File: src/rtl/icg_enable_sequencer_if.sv
// Branch request / ICG enable bundle between the clock requesters and the sequencer.
interface icg_enable_sequencer_if #(
  parameter int unsigned N = 4
);
  logic [N-1:0] REQ;
  logic [N-1:0] EN;
  logic [N-1:0] ACK;
  logic         BUSY;

  modport master (output REQ, input EN, input ACK, input BUSY);
  modport slave  (input REQ, output EN, output ACK, output BUSY);
endinterface

File: src/rtl/icg_enable_sequencer.sv
// Per-branch ICG enable sequencer: idle hysteresis plus round-robin staggered turn-on.
module icg_enable_sequencer #(
  parameter int unsigned N       = 4,
  parameter int unsigned IDLE_W  = 8,
  parameter int unsigned STAGGER = 2
) (
  input  logic              CLK,
  input  logic              RN,
  input  logic [IDLE_W-1:0] IDLE,
  input  logic              TM,
  icg_enable_sequencer_if.slave bus
);

  localparam int unsigned PW = (N > 1) ? $clog2(N) : 1;
  localparam int unsigned SW = 4;

  typedef enum logic [1:0] {ST_OFF, ST_WAIT, ST_ON, ST_HOLD} state_e;

  state_e            state_q [N];
  state_e            state_d [N];
  logic [IDLE_W-1:0] cnt_q   [N];
  logic [IDLE_W-1:0] cnt_d   [N];
  logic [SW-1:0]     s_q, s_d;
  logic [PW-1:0]     p_q, p_d;
  logic [N-1:0]      en_q, en_d;
  logic [N-1:0]      ack_q, ack_d;
  logic              busy_q, busy_d;

  logic              grant_vld;
  logic [PW-1:0]     grant_idx;
  logic [N-1:0]      grant_vec;
  int unsigned       idx;

  // State, counter, arbiter and output registers
  always_ff @(posedge CLK or negedge RN) begin
    if (!RN) begin
      for (int i = 0; i < int'(N); i++) begin
        state_q[i] <= ST_OFF;
        cnt_q[i]   <= '0;
      end
      s_q    <= '0;
      p_q    <= '0;
      en_q   <= '0;
      ack_q  <= '0;
      busy_q <= 1'b0;
    end else begin
      for (int i = 0; i < int'(N); i++) begin
        state_q[i] <= state_d[i];
        cnt_q[i]   <= cnt_d[i];
      end
      s_q    <= s_d;
      p_q    <= p_d;
      en_q   <= en_d;
      ack_q  <= ack_d;
      busy_q <= busy_d;
    end
  end

  // Arbitration and per-branch next state; a grant needs the request still high
  always_comb begin
    grant_vld = 1'b0;
    grant_idx = '0;
    grant_vec = '0;
    idx       = 0;
    s_d       = s_q;
    p_d       = p_q;

    if (s_q != '0) begin
      s_d = s_q - SW'(1);
    end else begin
      for (int unsigned off = 0; off < N; off++) begin
        idx = (32'(p_q) + off) % N;
        if (!grant_vld && state_q[idx] == ST_WAIT && bus.REQ[idx]) begin
          grant_vld = 1'b1;
          grant_idx = PW'(idx);
        end
      end
    end

    if (grant_vld) begin
      grant_vec[grant_idx] = 1'b1;
      s_d = SW'(STAGGER);
      p_d = PW'((32'(grant_idx) + 32'd1) % N);
    end

    for (int i = 0; i < int'(N); i++) begin
      state_d[i] = state_q[i];
      cnt_d[i]   = cnt_q[i];
      case (state_q[i])
        ST_OFF: begin
          if (bus.REQ[i]) state_d[i] = ST_WAIT;
        end
        ST_WAIT: begin
          if (!bus.REQ[i])      state_d[i] = ST_OFF;
          else if (grant_vec[i]) state_d[i] = ST_ON;
        end
        ST_ON: begin
          if (!bus.REQ[i]) begin
            if (IDLE == '0) begin
              state_d[i] = ST_OFF;
            end else begin
              state_d[i] = ST_HOLD;
              cnt_d[i]   = IDLE;
            end
          end
        end
        ST_HOLD: begin
          if (bus.REQ[i]) begin
            state_d[i] = ST_ON;
          end else if (cnt_q[i] == IDLE_W'(1)) begin
            state_d[i] = ST_OFF;
            cnt_d[i]   = '0;
          end else begin
            cnt_d[i] = cnt_q[i] - IDLE_W'(1);
          end
        end
        default: state_d[i] = ST_OFF;
      endcase
    end
  end

  // Registered outputs derived from next state; ACK trails EN but drops with it
  always_comb begin
    en_d   = '0;
    busy_d = 1'b0;
    for (int i = 0; i < int'(N); i++) begin
      en_d[i] = (state_d[i] == ST_ON) || (state_d[i] == ST_HOLD);
      busy_d  = busy_d | (state_d[i] != ST_OFF);
    end
    ack_d = en_q & en_d;
  end

  assign bus.EN   = en_q | {N{TM}};
  assign bus.ACK  = ack_q;
  assign bus.BUSY = busy_q;

endmodule
File: src/flat_wrapper.sv
// flat-port wrapper written by rule: the top's interface ports become plain ports
module icg_enable_sequencer_flat 
#(
  parameter int unsigned N       = 4,
  parameter int unsigned IDLE_W  = 8,
  parameter int unsigned STAGGER = 2
)
  (CLK, RN, IDLE, TM, bus_REQ, bus_EN, bus_ACK, bus_BUSY);
  icg_enable_sequencer_if #(.N(N)) bus_i ();
  input  logic CLK;
  input  logic RN;
  input  logic [IDLE_W-1:0] IDLE;
  input  logic TM;
  input wire logic [$bits(bus_i.REQ)-1:0] bus_REQ;
  output wire logic [$bits(bus_i.EN)-1:0] bus_EN;
  output wire logic [$bits(bus_i.ACK)-1:0] bus_ACK;
  output wire logic [$bits(bus_i.BUSY)-1:0] bus_BUSY;
  assign bus_i.REQ = bus_REQ;
  assign bus_EN = bus_i.EN;
  assign bus_ACK = bus_i.ACK;
  assign bus_BUSY = bus_i.BUSY;
  icg_enable_sequencer #(.N(N), .IDLE_W(IDLE_W), .STAGGER(STAGGER)) u_core (.CLK(CLK), .RN(RN), .IDLE(IDLE), .TM(TM), .bus(bus_i));
endmodule
File: config.mk
export PLATFORM = sky130hd
export DESIGN_NAME = icg_enable_sequencer_flat
export DESIGN_NICKNAME = d
export VERILOG_FILES = /design/src/rtl/icg_enable_sequencer_if.sv /design/src/rtl/icg_enable_sequencer.sv /design/src/flat_wrapper.sv
export SDC_FILE = /design/constraint.sdc
export NUM_CORES = 1
export LEC_CHECK = 0
export ABC_CLOCK_PERIOD_IN_PS = 3250
export CAP_MARGIN = 5
export CORE_MARGIN = 2
export CORE_UTILIZATION = 31
export DETAILED_ROUTE_END_ITERATION = 7
export PLACE_DENSITY = 0.48
export RECOVER_POWER = 25
export SETUP_SLACK_MARGIN = 0.05
export SLEW_MARGIN = 25
export SYNTH_ARGS = -nofsm -noshare
export SYNTH_HDL_FRONTEND = slang
export SYNTH_SLANG_ARGS = --single-unit
File: constraint.sdc
create_clock -name CLK -period 3.25 [get_ports CLK]
set_input_delay 0.4875 -clock CLK [delete_from_list [all_inputs] [get_ports CLK]]
set_output_delay 0.4875 -clock CLK [all_outputs]
set_load 0.1 [all_outputs]
==> results.md <==
- Port bufs: 23
- Antenna violations before repair: 0
- Final core occ: a little under two fifths
- Top-Level Pins: 24
- DRT antenna net count: 0
- Drt pass-1 iters: 4
- Max cap viols: 0
- Largest net degree at the start of global routing: 56
- Buf/Inv on CP: 1
- Syn Nets: around 410
- Net count, final: approximately 450
- Kind of critical path: in2reg
- Gate Count Post-Synth: ~380
- DIE AREA: 11460 sq um
- Initial drt markers: approximately 180
- Antenna Cells: 0
- Cts hold-fix bufs: 0
- CTS root buf: clkbuf_8
- FFs w/ async S/R, synth: 100.0%
- Die height: approximately 110 um
- Hold crit path type: reg2reg
- Routed len/inst: 15.30 um
- First-pass GRT wire length: approximately 14000 um
- Critical Path, Cell by Cell: clkdlybuf4s50_1, and3b_2, a21oi_1, nand2b_1, a21oi_2, nor3_1, ha_1, and3_1, a2111o_1, nor4b_2, or4b_1
- Peak VDD IR: 0.4122 mV
- Final Hold Viols: 0
- Max Buffers Root-to-Sink: 2
- Cell variety after synth: ~50
- Die W: 107.1 um
- Via count: a little under 3000
- Rows: 37
- Setup TNS: 0 ps
- Period utilization: 92.64%
- Share of cells above drive strength 1: between 10% and 20%
- Reg2reg end: u_core.bus.BUSY$_DFF_PN0_
- CTS tree: built
- Synth Register Bits: 55
- Post-synthesis mux area share: less than 1%
- CP max-delay cell: clkdlybuf4s50_1
- Largest family of logic cells by synthesized area: compound AO/OA/AOI/OAI gates
- Area of the multi-input gates: between 1500 and 2000 sq um
- Register area share after synthesis: 41.81%
- Vias in the first global route: approximately 2800
- LEAKAGE: roughly 1.7 nW
- Unrepaired setup endpoints after global routing: no
- Worst Max-Slew Pin Slew: between 1000 and 1500 ps
- Compound-gate portion of the synthesized area: between 20% and 30%
- Post-DP HPWL: between 6000 and 7000 um
- Layout fillers: 1071
- R2R Setup Slk: 330 ps
- Top-area cell type share of the netlist area: between 40% and 50%
- Largest cells by area after synthesis: dfrtp_1 (42%), o21ai_0 (9.0%), ha_1 (5.3%)
- Placer Congestion: between 0.8 and 0.9
- Max Clock Freq: around 330 MHz
- Max-slew headroom: 4.539%
- # DRC: 0
- Most common cell after layout, fill and taps aside: o21ai_0
- CP max FO: 5
- Worst-path clk slew: ~90 ps
- Crit. End Element: register
- Setup Skew: ~13 ps
- Yosys warns: 0
- CORE AREA: just over 10000 sq um
- Crit-path max cell delay: 470 ps
- Final Slew Violations: 0
- Top cell type by total area after synthesis: dfrtp_1
- Post-Synth Simple-Gate Area: just over 20%
- Setup Buffers After CTS: 0
- H-Tree Depth: 2
- XOR/XNOR Fraction of Synth Area: less than 1%
- Mapped cell area: 3292 sq um
- Post-synthesis adder-cell area fraction: under 10%
- Hold Path End: u_core.bus.ACK[1]$_DFF_PN0_
- CP required: between 3000 and 4000 ps
- Final WL: 8583 um
- Status: finished, final reports clean
- Syn avg cell area: around 8.8 sq um
- PD cells: about 700 nW/um^2
- Crit-path leading delay family: simple AND/OR/NAND/NOR gates
- Area Overhead vs Synth: 19.80%
- Skew-Pair Late Insertion Delay: 300 ps
- Minimum clock period: 3011 ps
- Sequential Area: between 1000 and 1500 sq um
- Cell depth of the worst hold path: 1
- Clock sinks: 55
- Hold slack: 480.0 ps
- Cts bufs inserted: 5
- RR Startpoint: u_core.s_q[0]$_DFFE_PN0P_
- Initial Utilization: between 30% and 40%
- Reg2reg path depth: 11
- Final setup fails: 0
- Most frequent cells in the layout: o21ai_0 (59), dfrtp_1 (55), nor2_1 (40)
- CTS resizes: 0
- GRT Residual Overflow: 0
- Startpoint Class: input pin
- Gr usage total: between 10% and 20%
- Post-synth EDFFs: 0
- Via density per instance: ~5.3
- Most used DFF post-synth: dfrtp_1
- Arrival time worst endpoint: around 3200 ps
- HP Start: u_core.en_q[1]$_DFF_PN0_
==> metal layers <==
layer,global-route usage [%],up-vias,wire length (um)
met1,22.12,1402,4138
met4,4.082,0,97
li1,-,1481,-
met2,25.86,66,4074
met5,0,-,0
met3,2.128,8,272
==> state kept, by name, summed over array words and instances, names as in the netlist <==
register,flops
u_core.p_q,2
u_core.bus.BUSY,1
u_core.bus.ACK,4
u_core.state_q,8
u_core.s_q,4
u_core.en_q,4
u_core.cnt_q,32
==> synthesized netlist by cell type (2+ instances only) <==
| master | n |
|---|---|
| a32oi_1 | 5 |
| a2111o_1 | 2 |
| a21oi_1 | 32 |
| o22a_2 | 2 |
| or2b_1 | 2 |
| nand2_1 | 16 |
| a22oi_1 | 19 |
| or2_2 | 5 |
| and3b_1 | 3 |
| or3_1 | 2 |
| nor4_2 | 4 |
| and2_1 | 6 |
| clkbuf_1 | 9 |
| o221a_2 | 2 |
| nand2b_1 | 7 |
| nor4_1 | 6 |
| nor3_1 | 11 |
| dfrtp_1 | 55 |
| a211oi_1 | 4 |
| inv_1 | 26 |
| nor2_1 | 40 |
| nand3_1 | 7 |
| o211ai_1 | 2 |
| nor3b_1 | 4 |
| o311a_1 | 2 |
| o22ai_1 | 2 |
| nor2b_1 | 3 |
| a21o_1 | 4 |
| o21ai_0 | 59 |
| ha_1 | 14 |
==> cell families after synthesis <==
group | Yosys count
flops | 55
simple gates | 124
mux | 1
buf+inv | 37
fa+ha+maj | 14
xor+xnor | 1
compound gates | 144
==> power by group <==
| part | switching (W) | internal, W |
|---|---|---|
| Sequential | 0.000240 | 0.000917 |
| Combinational | 0.000765 | 0.000485 |
| Clock | 0.000219 | 0.000175 |
| Total | 0.00122 | 0.00158 |
==> cell type report <==
| cell class | count | share of cell area (%) |
|---|---|---|
| well taps | 136 | 4.315 |
| flip-flops and latches | 55 | 34.90 |
| multi-input cells | 284 | 44.99 |
| clock inverters | 1 | 0.2221 |
| repair buffers | 52 | 10.91 |
| clock buffers | 7 | 2.189 |
| inverters | 26 | 2.475 |
==> per-stage QoR <==
step           instance area [sq um]  setup slack (ps)  std cells  total power, W
6_report                        3944             239.3        561        0.002802
4_1_cts                         3940             157.1        561        0.002824
3_5_place_dp                    3845            -155.8        553        0.002414
3_3_place_gp                    3845            -84.25        553        0.002408
5_1_grt                         3944             68.11        561        0.003060
2_1_floorplan                   3292             429.7        376        0.002029
==> how the worst max path moves through the flow <==
stage / from / to / slack (ps) / cells after the start
final: bus_REQ[0] / u_core.bus.BUSY$_DFF_PN0_ / 240 / 11
after CTS: bus_REQ[0] / u_core.bus.BUSY$_DFF_PN0_ / 160 / 11
after floorplan: bus_REQ[0] / u_core.bus.BUSY$_DFF_PN0_ / 430 / 11
after global routing: bus_REQ[0] / u_core.bus.BUSY$_DFF_PN0_ / 70 / 11
after global placement: bus_REQ[0] / u_core.bus.BUSY$_DFF_PN0_ / -80 / 11
after detailed placement: bus_REQ[0] / u_core.bus.BUSY$_DFF_PN0_ / -160 / 11
No activity file was read; power rests on OpenSTA's default activity.
